[src/rtl/serial_sub.sv]
// Multi-cycle unsigned subtractor: DIGIT bits per clock, LSB first, registered borrow chain.
// Optional build macro SERIAL_SUB_SAT_EN clamps a negative result to zero.
module serial_sub #(
    parameter int unsigned WIDTH = 8,
    parameter int unsigned DIGIT = 1
) (
    input  logic             clk,
    input  logic             rst,
    input  logic             start_i,
    input  logic [WIDTH-1:0] a_i,
    input  logic [WIDTH-1:0] b_i,
    output logic             busy_o,
    output logic             done_o,
    output logic [WIDTH-1:0] diff_o,
    output logic             borrow_o
);

    if (WIDTH < 2 || DIGIT < 1 || DIGIT > WIDTH || (WIDTH % DIGIT) != 0) begin : g_param_err
        $error("serial_sub: WIDTH must be >= 2 and a multiple of DIGIT");
    end

    localparam int unsigned NumDigits = WIDTH / DIGIT;
    localparam int unsigned CntW      = (NumDigits > 1) ? $clog2(NumDigits) : 1;
    localparam logic [CntW-1:0] LastCnt = CntW'(NumDigits - 1);

    typedef enum logic [1:0] {StIdle, StRun, StDone} state_e;

    state_e            state_q, state_d;
    logic [WIDTH-1:0]  a_q, a_d;
    logic [WIDTH-1:0]  b_q, b_d;
    logic [WIDTH-1:0]  res_q, res_d;
    logic              brw_q, brw_d;
    logic [CntW-1:0]   cnt_q, cnt_d;
    logic [WIDTH-1:0]  diff_q, diff_d;
    logic              borrow_q, borrow_d;

    logic [DIGIT-1:0]       dig;
    logic                   dig_bout;
    logic [WIDTH+DIGIT-1:0] res_full;
    logic [WIDTH-1:0]       res_next;
    logic [WIDTH-1:0]       diff_final;

    // Full-subtractor ripple across one digit; bit 0 borrows in from the register.
    always_comb begin
        logic c;
        logic ai;
        logic bi;
        dig = '0;
        c   = brw_q;
        for (int i = 0; i < DIGIT; i++) begin
            ai     = a_q[i];
            bi     = b_q[i];
            dig[i] = ai ^ bi ^ c;
            c      = (~ai & bi) | (~(ai ^ bi) & c);
        end
        dig_bout = c;
    end

    // New digit enters at the MSB side so the register is in order after the last shift.
    always_comb begin
        res_full = {dig, res_q} >> DIGIT;
        res_next = res_full[WIDTH-1:0];
    end

`ifdef SERIAL_SUB_SAT_EN
    assign diff_final = dig_bout ? '0 : res_next;
`else
    assign diff_final = res_next;
`endif

    always_comb begin
        state_d  = state_q;
        a_d      = a_q;
        b_d      = b_q;
        res_d    = res_q;
        brw_d    = brw_q;
        cnt_d    = cnt_q;
        diff_d   = diff_q;
        borrow_d = borrow_q;
        unique case (state_q)
            StIdle, StDone: begin
                state_d = StIdle;
                if (start_i) begin
                    a_d     = a_i;
                    b_d     = b_i;
                    brw_d   = 1'b0;
                    cnt_d   = '0;
                    state_d = StRun;
                end
            end
            StRun: begin
                res_d = res_next;
                brw_d = dig_bout;
                a_d   = a_q >> DIGIT;
                b_d   = b_q >> DIGIT;
                cnt_d = cnt_q + CntW'(1);
                if (cnt_q == LastCnt) begin
                    diff_d   = diff_final;
                    borrow_d = dig_bout;
                    state_d  = StDone;
                end
            end
            default: state_d = StIdle;
        endcase
    end

    always_ff @(posedge clk or posedge rst) begin
        if (rst) begin
            state_q  <= StIdle;
            a_q      <= '0;
            b_q      <= '0;
            res_q    <= '0;
            brw_q    <= 1'b0;
            cnt_q    <= '0;
            diff_q   <= '0;
            borrow_q <= 1'b0;
        end else begin
            state_q  <= state_d;
            a_q      <= a_d;
            b_q      <= b_d;
            res_q    <= res_d;
            brw_q    <= brw_d;
            cnt_q    <= cnt_d;
            diff_q   <= diff_d;
            borrow_q <= borrow_d;
        end
    end

    assign busy_o   = (state_q == StRun);
    assign done_o   = (state_q == StDone);
    assign diff_o   = diff_q;
    assign borrow_o = borrow_q;

endmodule
[config.mk]
export PLATFORM = sky130hd
export DESIGN_NAME = serial_sub
export DESIGN_NICKNAME = d
export VERILOG_FILES = /design/src/rtl/serial_sub.sv
export SDC_FILE = /design/constraint.sdc
export NUM_CORES = 1
export LEC_CHECK = 0
export CAP_MARGIN = 10
export CORE_ASPECT_RATIO = 2
export CORE_MARGIN = 10
export CORE_UTILIZATION = 51
export DETAILED_ROUTE_END_ITERATION = 10
export PLACE_DENSITY_LB_ADDON = 0.08
export SLEW_MARGIN = 10
export SYNTH_ARGS = -nofsm -noshare
export SYNTH_HDL_FRONTEND = slang
export SYNTH_SLANG_ARGS = --single-unit
[constraint.sdc]
create_clock -name clk -period 1.81 [get_ports clk]
set_clock_uncertainty 0.2 [all_clocks]
set_input_delay 0.4525 -clock clk [delete_from_list [all_inputs] [get_ports clk]]
set_output_delay 0.4525 -clock clk [all_outputs]
set_load 0.02 [all_outputs]
# Word level (Yosys, flattened, before mapping)
# Index checks and enable logic that the tools add are counted.
# totals
ff_bits,39
inputBits,19
out_inout_bits,11
# classes
add_sub_neg,1
eq_ne,5
muxes,11
bitwise,7
reduce_logical,5
# ops
operator,n
8-bit one-hot mux with 2 select lines,2
8-bit 2-to-1 mux,2
3-bit one-hot mux with 2 select lines,1
2-bit one-hot mux with 2 select lines,1
2-bit AND reduction,2
"3-bit by 1-bit adder with 3-bit output, second input constant",1
"3-bit == test, second input constant",1
3-bit 2-to-1 mux,1
1-bit AND,2
"2-bit by 1-bit == test with 1-bit output, second input constant",1
"2-bit == test, second input constant",1
2-bit logical NOT,1
1-bit 2-to-1 mux,2
2-bit 2-to-1 mux,1
"2-bit by 1-bit inequality test with 1-bit output, second input constant",1
"2-bit inequality test, second input constant",1
1-bit NOT,2
1-bit one-hot mux with 2 select lines,1
2-bit nonzero test,1
2-bit OR reduction,1
1-bit bitwise XOR,2
1-bit bitwise OR,1

# Longest topological paths before layout
# Gate-level depths: netlist of the first run.
# depth
ltp_word,5
mapped_depth,6

# Worst setup path before layout of the first run
# Ideal clock, no wire load.
# synth_timing
path_kind,register to register
start,register cnt_q[0]
end,register diff_q[0] (netlist: diff_o[0])
setup_ps,125
arrival_time_ps,1303
t_required_ps,1485
setup_slack_ps,182
path_stages_with_launch,6
synth_period_minus_slack_ps,1628
path_cell_list,dfrtp_1 > ha_1 > ha_1 > nand3b_4 > buf_6 > mux2_2
# synth_between
elab_chain_cells,2
# synth_rtl
item,line_no,text
from (decl),33,"logic [CntW-1:0] cnt_q, cnt_d;"
from (signal assigned),123,cnt_q <= cnt_d;
3-bit == test,97,if (cnt_q == LastCnt) begin
2-bit AND reduction (no source line),n/a,
to (signal assigned),124,diff_q <= diff_d;
to (decl),34,"logic [WIDTH-1:0] diff_q, diff_d;"
# Every way passes these cells.
# A chain may end at the register's enable or synchronous reset.

# Worst setup path in the final report of the first run
# layout_timing
start,register state_q[1]
end,output port busy_o
# layout_between
elab_chain_cells,1
# layout_rtl
item,line_no,text
from (decl),28,"state_e state_q, state_d;"
from (signal assigned),109,state_q <= StIdle;
from (signal assigned),118,state_q <= state_d;
2-bit by 1-bit == test with 1-bit output,129,assign busy_o = (state_q == StRun);
to (decl),12,"output logic busy_o,"
# Every way passes these cells.

==> impl_metrics.csv, run 1 <==
group,metric,value,unit
status,status,"finished, final reports clean",
synth,synth_compound_area_share,9.98,%
grt,grtUsageTotal,12.4,%
placed_design,dp_cells,209,
clock_network,clockBufferDepth,2,
clock_network,clock_latency,290,ps
die,die-area,0.00606,mm2
synth,ys_seq_area_share,57.4,%
route,num_vias,1188,
setup_path,cp_top_family,"flip-flops",
route,routed_wl,3460,um
synth,syn_area,0.00166,mm2
clock_network,path_clk_slew,70,ps
power,p_per_area,1740,mW/mm2
synth,syn_nets,169,
final_layout,final_nets,207,
clock_network,root_buffer,"clkbuf_8",
timing,period_minus_slack,1730,ps
setup_path,crit_path_start_kind,"flop",
synth,synthAdderAreaFrac,2.72,%
grt,grt_max_degree,39,
final_layout,multi_input_area,619,um2
setup_path,crit_chain,"nand2b_4, inv_2, buf_2",
timing,finalMaxSlewViolations,0,
final_layout,drive_gt1_share,19.5,%
setup_path,cp.arrival,1080,ps
timing,timing.final.crit_share,95.5,%
die,die_w,60.3,um
placed_design,gp_congestion,0.723,
setup_path,critical_path_required,1160,ps
timing,layout_setup_ws,80.6,ps
job,drv_cap,0,
timing,setup_violations,0,
timing,hold_viol_final,0,
synth,synthSimpleGateAreaFrac,16.8,%
power,power.net_switching,0.00138,W
clock_network,cts.htree.levels,2,
synth,synth.avg_cell_area,11.3,um2
final_layout,final_cell_count_no_fill,216,
die,core,0.00316,mm2
route,firstDrtPassIters,4,
grt,grt_pass1_wl,5840,um
grt,grt_overflow_total,0,
placed_design,port_buffers,29,
setup_path,slowest_delay,410,ps
grt,use_met2,22.3,%
timing,fmaxAchievable,0.578,GHz
die,fp-row-count,29,
setup_path,worstSetupEndpointType,"primary output",
die,die_h,101,um
route,ant_nets,0,
clock_network,cts_sinks,38,
final_layout,antenna_cells,0,
power,vdd_drop_max,906,uV
die,num_io_pins,30,
synth,synth_top_family_by_area,"simple AND/OR/NAND/NOR gates",
final_layout,fillers,272,
synth,yosysUniqueCellTypes,27,
die,initial_utilization,52.4,%
setup_path,setup.worst_path.start,"state_q[1]",
synth,synth_mux_area_share,7.94,%
power,p_int,0.00224,W
synth,syn_inst,147,
setup_path,crit_fanout,4,
min_path,hp-start,"res_q[1]",
route,drcViolationCount,0,
power,p_leak,0.973,nW
power,sequentialPowerShare,41.8,%
final_layout,final_area,0.00208,mm2
grt,antenna_found_initial,0,
timing,fin_hold_ws,277,ps
min_path,hold_path_class,"reg -> reg",
route,drt_iter0_drc,27,
power,pwr-share-clk,15.2,%
grt,use_met3,3.28,%
final_layout,syn2layout_area_growth,25.9,%
setup_path,slowest_stage,"dfrtp_1",
timing,grt_setup_unrepaired,"false",
clock_network,post_cts_buffers,0,
timing,slew_headroom,84.1,%
setup_path,cp.buffers_inverters,2,
timing,worst_pin_slew,239,ps
route,avgViaCountPerCell,5.50,
clock_network,cts_hold_buffers,0,
final_layout,regArea,952,um2
placed_design,pre_cts_slack,-60.6,ps
clock_network,cts_buffers,5,
grt,grt_pass1_vias,1333,
placed_design,place_area,0.00203,mm2
setup_path,crit_type,"reg -> out",
synth,ys_ff_latch,38,
grt,met1_usage,12.0,%
power,p_sw_share,38.1,%
power,combPwrFrac,43.1,%
timing,fin_setup_tns,0,ps
placed_design,place_hpwl,2540,um
setup_path,rr_startpoint,"cnt_q[0]",
route,routedWlPerCell,16.0,um
synth,synth_xor_area_share,0,%
synth,yosys_warnings,0,
grt,grt.busiest_layer,"met2",
clock_network,cts_tree,"built",
-- final cells by class --
class	instances	share of cell area, %
clock inverters	2	0.480
repair buffers	40	18.1
well taps	31	1.86
multi-input cells	95	29.7
flip-flops and latches	38	45.7
inverters	5	0.900
clock buffers	5	3.30
-- metal layers --
layer  wire length (um)  vias to the layer above  part of all wire (%)
li1                   -                      576                     -
met1               1290                      582                    37
met2               1940                       22                    56
met3                129                        8                   3.7
met4                104                        0                   3.0
met5                  0                        -                     0
-- power by group through the flow --
stage	Combinational (W)	Sequential [W]	Clock (W)
5_1_grt	0.00176	0.00157	0.000590
4_1_cts	0.00159	0.00152	0.000569
3_3_place_gp	0.00161	0.00151	0
6_report	0.00156	0.00151	0.000549
3_5_place_dp	0.00167	0.00154	0
2_1_floorplan	0.00101	0.00159	0
-- final timing paths --
check | endpoint | slack [ps] | cells after the start
max | busy_o | 80 | 3
min | res_q[1] | 280 | 2
max reg2reg | diff_o[6] | 140 | 4
min reg2reg | res_q[1] | 280 | 2
max in group asynchronous | state_q[0] | 900 | 3
min in group asynchronous | diff_o[5] | 310 | 3
-- cells in the final DEF (no fill, tap or decap), drive strengths merged --
master and instances:
a22o 4, nor3 11, nor2 13, dlygate4sd2 9, fa 1, nor2b 5
o21ai 3, nand3b 1, inv 5, o22ai 11, clkbuf 5, mux2 9
ha 2, clkinv 2, dfrtp 38, a21oi 3, nand2b 2, mux2i 3
nand3 1, clkdlybuf4s50 18, nand2 22, o2bb2ai 1, buf 13, a211oi 3
-- registers in the layout, indices dropped and copies added (netlist names) --
name      flops
b_q           8
a_q           8
res_q         7
diff_o        8
brw_q         1
cnt_q         3
borrow_o      1
state_q       2
-- tightest hold or removal path: cells and delay by family (launching register included) --
| kind | cells | cell delay [ps] |
|---|---|---|
| flip-flops | 1 | 350 |
| AND/OR/NAND/NOR | 2 | 100 |
-- cell usage after synthesis --
cell / number / share of area [%]
fa_1: 1 / 1.2
nand3_1: 1 / 0.30
inv_2: 1 / 0.23
dfrtp_1: 38 / 57
buf_4: 1 / 0.45
a21oi_1: 3 / 0.91
buf_6: 3 / 2.0
nor2b_4: 1 / 0.83
o2bb2ai_1: 1 / 0.53
nand2b_1: 1 / 0.38
a211oi_1: 3 / 1.4
mux2i_1: 3 / 1.8
ha_1: 2 / 1.5
nor3_2: 1 / 0.60
a22o_1: 4 / 2.1
nand2b_4: 1 / 0.83
nor3_1: 10 / 3.0
nand3b_4: 1 / 1.2
nor2_2: 1 / 0.38
buf_2: 5 / 1.5
mux2_2: 9 / 6.1
nor2b_1: 4 / 1.5
nand2_1: 22 / 5.0
nor2_1: 12 / 2.7
inv_1: 4 / 0.91
o21ai_0: 3 / 0.91
o22ai_1: 11 / 4.2
-- per-stage QoR --
step | total power (W) | util [%]
after floorplan | 0.00260 | -
after global placement | 0.00312 | 64.2
after detailed placement | 0.00321 | 64.2
after CTS | 0.00368 | 66.2
after global routing | 0.00392 | 66.0
final | 0.00362 | 66.0
-- what timing repair did --
action / CTS / global route
endpoints found under the setup margin: 11 / 1
resized for setup: 16 / 2
pin swaps: 0 / 0
-- cell families (layout without fill, tap and decap cells) --
kind of cell / after synthesis / count (layout)
simple gates: 55 / 55
buf+inv: 14 / 52
fa+ha+maj: 3 / 3
mux: 12 / 12
flops: 38 / 38
compound gates: 25 / 25
Note: power is estimated with default switching activity, not from simulation.
==> run 2, diff against run 1 <==
--- a/config.mk
+++ b/config.mk
@@ -8,9 +8,11 @@
 export CAP_MARGIN = 10
 export CORE_ASPECT_RATIO = 2
 export CORE_MARGIN = 10
-export CORE_UTILIZATION = 51
+export CORE_UTILIZATION = 60
 export DETAILED_ROUTE_END_ITERATION = 10
+export DONT_BUFFER_PORTS = 1
 export PLACE_DENSITY_LB_ADDON = 0.08
+export SKIP_LAST_GASP = 1
 export SLEW_MARGIN = 10
 export SYNTH_ARGS = -nofsm -noshare
 export SYNTH_HDL_FRONTEND = slang
==> run 2 against run 1 <==
  * Via count shrank 11%
  * Clock power grew 23%
  * Final area shrank 14%
  * Die area shrank 11%
  * Power shrank 1.8%
  * First-iteration DRC count shrank 33%
  * Worst hold slack lost 160 ps
==> impl_metrics.csv, run 2 (synthesized netlist as in run 1, its figures left out) <==
group,metric,value,unit
timing,layout_setup_ws,77.5,ps
clock_network,root_buffer,"clkbuf_8",
timing,finalMaxSlewViolations,0,
route,drt_iter0_drc,18,
power,sequentialPowerShare,47.6,%
timing,fmaxAchievable,0.577,GHz
setup_path,rrSetupSlack,130,ps
final_layout,drive_gt1_share,19.0,%
route,routed_wl,3360,um
power,power.net_switching,0.00134,W
timing,setup_violations,0,
die,die-area,0.00539,mm2
clock_network,post_cts_buffers,0,
grt,grt_overflow_total,0,
min_path,hold_path_class,"in -> reg",
final_layout,post-route-util,68.8,%
setup_path,cp_top_family,"flip-flops",
setup_path,rr_startpoint,"cnt_q[0]",
timing,fin_setup_tns,0,ps
setup_path,crit_chain,"nand2b_4, inv_4",
power,pwr-share-clk,19.1,%
route,maxUsedRoutingLayer,"met4",
setup_path,ff2ff_path_depth,4,
min_path,hp-start,"b_i[7]",
grt,grtUsageTotal,13.5,%
grt,grt_pass1_vias,1182,
die,fp-row-count,26,
setup_path,crit_path_start_kind,"flop",
clock_network,cts_tree,"built",
final_layout,syn2layout_area_growth,8.16,%
clock_network,cts.htree.levels,2,
setup_path,crit_type,"reg -> out",
clock_network,clock_latency,280,ps
route,firstDrtPassIters,4,
final_layout,final_common_cell,"dfrtp_1",
clock_network,cts_buffers,5,
route,drcViolationCount,0,
die,initial_utilization,63.6,%
timing,hold_viol_final,0,
route,wl_met2,1850,um
min_path,whs_path_depth,1,
clock_network,path_clk_slew,70,ps
final_layout,mostFrequentLayoutCells,"dfrtp_1 (36), nand2_1 (22), nor2_1 (12), o22ai_1 (11), nor3_1 (10)",
setup_path,worstSetupEndpointType,"primary output",
route,routedWlPerCell,18.6,um
route,route.met3.wl,160,um
die,die_w,57.1,um
route,avgViaCountPerCell,5.87,
power,combPwrFrac,33.3,%
final_layout,multi_input_area,619,um2
setup_path,crit_fanout,9,
final_layout,antenna_cells,0,
die,die_h,94.3,um
clock_network,cts_sinks,38,
clock_network,clockBufferDepth,2,
timing,grt_setup_unrepaired,"false",
setup_path,slowest_delay,470,ps
route,ant_nets,0,
placed_design,place_hpwl,2480,um
placed_design,port_buffers,0,
power,p_int,0.00222,W
final_layout,fillers,208,
status,status,"finished, final reports clean",
setup_path,slowest_stage,"dfrtp_2",
power,p_per_area,1980,mW/mm2
route,wl_met1,1210,um
final_layout,final_nets,174,
grt,grt_max_degree,39,
placed_design,gp_congestion,0.792,
timing,period_minus_slack,1730,ps
job,drv_cap,0,
setup_path,critical_path_required,1160,ps
setup_path,setup.worst_path.start,"state_q[1]",
power,vdd_drop_max,1390,uV
min_path,hold_end,"b_q[7]",
power,p_leak,0.820,nW
setup_path,r2r-end,"diff_o[3]",
timing,slew_headroom,69.7,%
power,p_sw_share,37.6,%
final_layout,regArea,953,um2
placed_design,pre_cts_slack,126,ps
die,num_io_pins,30,
route,num_vias,1063,
setup_path,cp.arrival,1080,ps
grt,grt_pass1_wl,5650,um
timing,worst_pin_slew,454,ps
grt,antenna_found_initial,0,
setup_path,cp.buffers_inverters,1,
timing,timing.final.crit_share,95.7,%
die,core,0.00260,mm2
-- run 2: worst max path at each step --
stage                           end  slack [ps]  depth (start not counted)
after detailed placement  diff_o[3]         130                          4
after CTS                    done_o          20                          2
after global placement    diff_o[1]         200                          4
final                        busy_o          80                          2
after global routing         busy_o          30                          2
after floorplan           diff_o[0]         180                          5
-- run 2: power groups by stage --
stage,clock network [W],registers [W],logic (W)
2_1_floorplan,0,0.00159,0.00101
3_3_place_gp,0,0.00169,0.00112
3_5_place_dp,0,0.00172,0.00119
4_1_cts,0.000699,0.00170,0.00121
5_1_grt,0.000733,0.00176,0.00137
6_report,0.000677,0.00169,0.00118
-- run 2: final cells by class --
class / instances / share of cell area [%]
well taps: 28 / 1.96
clock inverters: 1 / 1.68
inverters: 5 / 1.19
flip-flops and latches: 38 / 53.2
multi-input cells: 95 / 34.6
clock buffers: 7 / 4.26
repair buffers: 7 / 3.07
-- run 2: what timing repair did --
item                                   in CTS  in global routing
endpoints found under the hold margin      38                  0
setup endpoints to repair                   1                  2
hold buffers                                1                  0
gates resized for setup                     1                  2
-- run 2: layer usage --
metal	vias up	GRT usage, %
li1	515	-
met1	508	12.6
met2	27	23.9
met3	13	4.20
met4	0	9.06
met5	-	0
-- run 2: through the flow --
step                hold WS (ps)  instances  power [W]  cell area, um2
global route                 107        181    0.00387            1790
finish                       115        181    0.00355            1790
global placement             258        172    0.00280            1670
CTS                          101        181    0.00361            1790
floorplan                    242        147    0.00260            1660
detailed placement           275        172    0.00291            1670
